### config.mk
export PLATFORM = sky130hd
export DESIGN_NAME = counter_cmd_arbiter
export DESIGN_NICKNAME = d
export VERILOG_FILES = /design/src/rtl/counter_cmd_arbiter.sv
export SDC_FILE = /design/constraint.sdc
export NUM_CORES = 1
export LEC_CHECK = 0
export CAP_MARGIN = 20
export CORE_MARGIN = 3
export CORE_UTILIZATION = 40
export DETAILED_ROUTE_END_ITERATION = 6
export PLACE_DENSITY = 0.87
export SLEW_MARGIN = 20
export SYNTH_ARGS = -nofsm -noshare
export SYNTH_HDL_FRONTEND = slang
export SYNTH_SLANG_ARGS = --single-unit
### constraint.sdc
create_clock -name clk -period 3.5 [get_ports clk]
set_input_delay 0.7 -clock clk [delete_from_list [all_inputs] [get_ports clk]]
set_output_delay 0.7 -clock clk [all_outputs]
set_load 0.02 [all_outputs]
### src/rtl/counter_cmd_arbiter.sv
// Round-robin front end that serialises read/inc/dec/load commands from NREQ
// requesters onto one shared saturating counter and returns the updated count.
module counter_cmd_arbiter #(
    parameter int  N    = 8,
    parameter int  NREQ = 4,
    localparam int IW   = (NREQ > 1) ? $clog2(NREQ) : 1
) (
    input  logic              clk,
    input  logic              reset,
    input  logic [NREQ-1:0]   req_valid,
    input  logic [2*NREQ-1:0] req_op,
    input  logic [N*NREQ-1:0] req_din,
    output logic [NREQ-1:0]   req_ready,
    output logic              cnt_load,
    output logic              cnt_inc,
    output logic              cnt_dec,
    output logic [N-1:0]      cnt_din,
    input  logic [N-1:0]      cnt_count,
    input  logic              cnt_saturated,
    input  logic              cnt_zeroed,
    output logic              rsp_valid,
    input  logic              rsp_ready,
    output logic [IW-1:0]     rsp_id,
    output logic [N-1:0]      rsp_count,
    output logic              rsp_sat,
    output logic              rsp_zero
);

    typedef enum logic [1:0] {IDLE, ISSUE, CAPTURE, RESP} state_t;

    localparam logic [1:0] OP_INC  = 2'b01;
    localparam logic [1:0] OP_DEC  = 2'b10;
    localparam logic [1:0] OP_LOAD = 2'b11;

    state_t        state_q, state_d;
    logic [IW-1:0] rr_ptr_q, rr_ptr_d;
    logic          cnt_load_q, cnt_load_d;
    logic          cnt_inc_q, cnt_inc_d;
    logic          cnt_dec_q, cnt_dec_d;
    logic [N-1:0]  cnt_din_q, cnt_din_d;
    logic          rsp_valid_q, rsp_valid_d;
    logic [IW-1:0] rsp_id_q, rsp_id_d;
    logic [N-1:0]  rsp_count_q, rsp_count_d;
    logic          rsp_sat_q, rsp_sat_d;
    logic          rsp_zero_q, rsp_zero_d;

    logic          grant_vld;
    logic [IW-1:0] grant_idx;
    logic [IW-1:0] scan_idx;
    logic [1:0]    sel_op;
    logic [N-1:0]  sel_din;

    // Circular priority scan starting at rr_ptr, then mux out the winner's command.
    always_comb begin
        grant_vld = 1'b0;
        grant_idx = '0;
        scan_idx  = '0;
        sel_op    = '0;
        sel_din   = '0;
        for (int k = 0; k < NREQ; k++) begin
            scan_idx = IW'((int'(rr_ptr_q) + k) % NREQ);
            if (!grant_vld && req_valid[scan_idx]) begin
                grant_vld = 1'b1;
                grant_idx = scan_idx;
            end
        end
        for (int k = 0; k < NREQ; k++) begin
            if (grant_idx == IW'(k)) begin
                sel_op  = req_op[2*k +: 2];
                sel_din = req_din[N*k +: N];
            end
        end
    end

    // NOTE: every flop is cleared by the asynchronous reset and updated with
    // non-blocking assignments so all registers sample the same pre-edge values.
    always_ff @(posedge clk or posedge reset) begin
        if (reset) begin
            state_q     <= IDLE;
            rr_ptr_q    <= '0;
            cnt_load_q  <= 1'b0;
            cnt_inc_q   <= 1'b0;
            cnt_dec_q   <= 1'b0;
            cnt_din_q   <= '0;
            rsp_valid_q <= 1'b0;
            rsp_id_q    <= '0;
            rsp_count_q <= '0;
            rsp_sat_q   <= 1'b0;
            rsp_zero_q  <= 1'b0;
        end else begin
            state_q     <= state_d;
            rr_ptr_q    <= rr_ptr_d;
            cnt_load_q  <= cnt_load_d;
            cnt_inc_q   <= cnt_inc_d;
            cnt_dec_q   <= cnt_dec_d;
            cnt_din_q   <= cnt_din_d;
            rsp_valid_q <= rsp_valid_d;
            rsp_id_q    <= rsp_id_d;
            rsp_count_q <= rsp_count_d;
            rsp_sat_q   <= rsp_sat_d;
            rsp_zero_q  <= rsp_zero_d;
        end
    end

    always_comb begin
        state_d = state_q;
        case (state_q)
            IDLE:    if (grant_vld) state_d = ISSUE;
            ISSUE:   state_d = CAPTURE;
            CAPTURE: state_d = RESP;
            RESP:    if (rsp_ready) state_d = IDLE;
            default: state_d = IDLE;
        endcase
    end

    // NOTE: each signal gets a default before the case so no path leaves it
    // unassigned, which would otherwise infer a latch.
    always_comb begin
        req_ready   = '0;
        rr_ptr_d    = rr_ptr_q;
        cnt_load_d  = 1'b0;
        cnt_inc_d   = 1'b0;
        cnt_dec_d   = 1'b0;
        cnt_din_d   = '0;
        rsp_valid_d = rsp_valid_q;
        rsp_id_d    = rsp_id_q;
        rsp_count_d = rsp_count_q;
        rsp_sat_d   = rsp_sat_q;
        rsp_zero_d  = rsp_zero_q;
        case (state_q)
            IDLE: begin
                // Grant is combinational, so it is masked while reset is held.
                if (grant_vld && !reset) begin
                    req_ready[grant_idx] = 1'b1;
                    cnt_load_d = (sel_op == OP_LOAD);
                    cnt_inc_d  = (sel_op == OP_INC);
                    cnt_dec_d  = (sel_op == OP_DEC);
                    cnt_din_d  = sel_din;
                    rsp_id_d   = grant_idx;
                    rr_ptr_d   = (grant_idx == IW'(NREQ - 1)) ? '0 : grant_idx + 1'b1;
                end
            end
            CAPTURE: begin
                rsp_count_d = cnt_count;
                rsp_sat_d   = cnt_saturated;
                rsp_zero_d  = cnt_zeroed;
                rsp_valid_d = 1'b1;
            end
            RESP: begin
                if (rsp_ready) rsp_valid_d = 1'b0;
            end
            default: ;
        endcase
    end

    assign cnt_load  = cnt_load_q;
    assign cnt_inc   = cnt_inc_q;
    assign cnt_dec   = cnt_dec_q;
    assign cnt_din   = cnt_din_q;
    assign rsp_valid = rsp_valid_q;
    assign rsp_id    = rsp_id_q;
    assign rsp_count = rsp_count_q;
    assign rsp_sat   = rsp_sat_q;
    assign rsp_zero  = rsp_zero_q;

endmodule
==> reports/results.tsv <==
stage	metric	value	unit
route	drc	0	
global_route	grt_pass1_wl	6820	µm
floorplan	num_rows	22	
timing	setup_viol	0	
route	wirelength	4270	µm
logic_synthesis	synth_largest_area_cell	dfrtp_1	
critical_path	crit_buf_inv	2	
floorplan	initial_core_util	0.436	
critical_path	critPathTopFamily	buffers and inverters	
logic_synthesis	yosys_most_used_dff	dfrtp_1	
logic_synthesis	syn_nets	223	
min_path	hp-class	reg -> reg	
critical_path	cp_data_arrival_time	2590	ps
clock_tree	cts_tree	built	
critical_path	crit_slowest_cell	clkdlybuf4s50_1	
placed_design	placedCellCount	295	
critical_path	r2r_end	cnt_inc$_DFF_PP0_	
critical_path	start_kind	input port	
clock_tree	cts.clk_slew.worst_paths	90	ps
global_route	grt_max_degree	29	
route	routedWlPerCell	14.3	µm
timing	slew_violations	0	
critical_path	slowest_delay	430	ps
floorplan	die_w	70.6	µm
critical_path	critPathMaxFanout	3	
global_route	overflow	0	
route	vias_per_cell	5.21	
logic_synthesis	synth_common_cells	dfrtp_1 (28), a21oi_1 (13), inv_1 (13), mux2_2 (11)	
logic_synthesis	yosys_warnings	0	
layout	drive_above_1_share	0.175	
clock_tree	hold_buffers	0	
global_route	grt_usage	0.171	
critical_path	r2r-start	rr_ptr_q[0]$_DFFE_PP0P_	
logic_synthesis	synth_edf_count	0	
min_path	worstHoldStart	rsp_count[2]$_DFFE_PP0P_	
timing	fin_skew	1.36	ps
min_path	min_to	rsp_count[2]$_DFFE_PP0P_	
clock_tree	cts.sinks	28	
logic_synthesis	synth_area	1670	µm²
logic_synthesis	avgSynthCellArea	10.5	µm²
power	ir_drop	0.378	mV
logic_synthesis	async_flop_share	1.00	
logic_synthesis	synth.most_common_cell	dfrtp_1	
logic_synthesis	ys_seq_elements	28	
logic_synthesis	syn-instance-count	159	
timing	rsz0062_at_grt	false	
logic_synthesis	ys_seq_area_frac	0.420	
placed_design	port_buffers	84	
critical_path	r2r_setup_slack	1260	ps
layout	fin_cells	299	
clock_tree	cts_root_buffer	clkbuf_8	
layout	utilization	0.703	
layout	syn2layout_area_growth	61.2	%
route	drt-initial-drc-count	49	
critical_path	path_cells	clkdlybuf4s50_1 -> nor2b_1 -> o21a_1 -> or3_1 -> ha_1 -> and3_1 -> dlygate4sd2_1	
critical_path	cp-end-kind	output pin	
floorplan	dieArea	4980	µm²
layout	n_antenna_cell	0	
global_route	antenna_found_initial	0	
power	power_density	708	nW/µm²
critical_path	reg2reg_depth	8	
floorplan	die_h	70.6	µm
timing	finalCriticalPeriod	3290	ps
critical_path	worst-setup-path-type	in -> out	
power	leakagePower	1.17	nW
timing	finalCritPeriodShare	0.939	
timing	hold_viol_final	0	
logic_synthesis	synth.top_cell.area_share	0.420	
run	drv_cap	0	
route	ant_nets	0	
clock_tree	h-tree-depth	1	
clock_tree	cts_buffers	3	
floorplan	core	3830	µm²
clock_tree	clk-insertion-delay-late	270	ps
outcome	status	completed	
placed_design	place_hpwl	3510	µm
placed_design	gp_routability_congestion	0.787	
logic_synthesis	ys_types	38	
timing	max_clock_freq	0.304	GHz
layout	nets	316	
clock_tree	clockBufferDepth	2	
floorplan	ioPinCount	85	
logic_synthesis	synthTopCellsByArea	dfrtp_1 (42%), mux2_2 (7.4%), ha_1 (5.2%), a221o_1 (4.8%), nand3b_1 (4.5%)	
timing	timing.slew.headroom	0.662	
min_path	min_delay_path_depth	1	
global_route	grt_pass1_vias	1494	
route	first_pass_iters	4	
route	vias	1558	
critical_path	required	2800	ps
timing	tightest_slew	507	ps
## layout make-up
cell class,count,area (µm²)
Fill cell,327,1130
Timing Repair Buffer,98,948
Multi-Input combinational cell,108,862
Sequential cell,28,701
Tap cell,48,60.1
Inverter,13,48.8
Clock buffer,3,41.3
Clock inverter,1,30.0
## routing by layer
layer  track usage  part of all wire  vias up
met5             0                 0        -
met4        0.0459            0.0082        0
met3        0.0469             0.088        2
met2         0.308              0.51       59
met1         0.200              0.40      742
li1              -                 -      755
## power breakdown
group	internal, mW	total, mW	switching (mW)
clock network	0.153	0.249	0.0961
registers	0.447	0.512	0.0651
logic	0.581	1.14	0.563
## repair_timing
action                                  4_1_cts  5_1_grt
endpoints found under the setup margin        3        2
gates resized for setup                       3        2
buffers inserted                              0        0
## cells by family (layout without fill, tap and decap cells)
group                      count (synthesis)  after routing  share of synthesized area
buffers and inverters                     23            115                     0.0675
adders and majority gates                  7              7                     0.0525
and+or+nand+nor                           48             48                      0.194
muxes                                     12             12                     0.0810
DFF                                       28             28                      0.420
AOI/OAI and AO/OA                         41             41                      0.185
## how the worst max path moves through the flow
stage	start	end	cells after the start
floorplan	req_valid[1]	req_ready[3]	8
global placement	req_valid[1]	req_ready[2]	7
detailed placement	req_valid[1]	req_ready[2]	7
CTS	req_valid[1]	req_ready[3]	7
global route	req_valid[2]	req_ready[0]	7
finish	req_valid[2]	req_ready[2]	7
## state kept, by name (all words and copies together) (netlist names)
name	cells
rsp_valid	1
rsp_zero	1
rsp_count	8
state_q	2
cnt_load	1
cnt_dec	1
rsp_sat	1
cnt_din	8
cnt_inc	1
rr_ptr_q	2
rsp_id	2
## cells in the final DEF (no fill, tap or decap), drive strengths merged
master / netlist / routed
clkdlybuf4s50: 0 / 80
dfrtp: 28 / 28
a21oi: 21 / 21
buf: 5 / 14
inv: 13 / 13
mux2: 12 / 12
nand2: 11 / 11
nand3b: 10 / 10
a221o: 8 / 8
ha: 7 / 7
nor2b: 5 / 5
and3: 4 / 4
nor3b: 4 / 4
nand2b: 3 / 3
clkbuf: 5 / 3
nor2: 2 / 2
o21ai: 2 / 2
o31ai: 2 / 2
a211oi: 2 / 2
a211o: 2 / 2
o32a: 2 / 2
dlygate4sd2: 0 / 2
dlymetal6s2s: 0 / 2
nor3: 2 / 2
a311oi: 1 / 1
or4: 1 / 1
and2b: 1 / 1
nor4: 1 / 1
or2: 1 / 1
or3b: 1 / 1
o21a: 1 / 1
or3: 1 / 1
nand3: 1 / 1
bufinv: 0 / 1
## per-stage QoR
stage	setup slack, ps	power, mW	hold WS (ps)	setup TNS (ps)	area, µm²
2_1_floorplan	470	1.25	499	0	1670
3_3_place_gp	-47.4	1.64	487	-80.5	2610
3_5_place_dp	-64.6	1.68	499	-136	2610
4_1_cts	16.0	1.93	521	0	2690
5_1_grt	114	2.04	532	0	2690
6_report	214	1.91	515	0	2690
No activity file was read; power rests on OpenSTA's default activity.
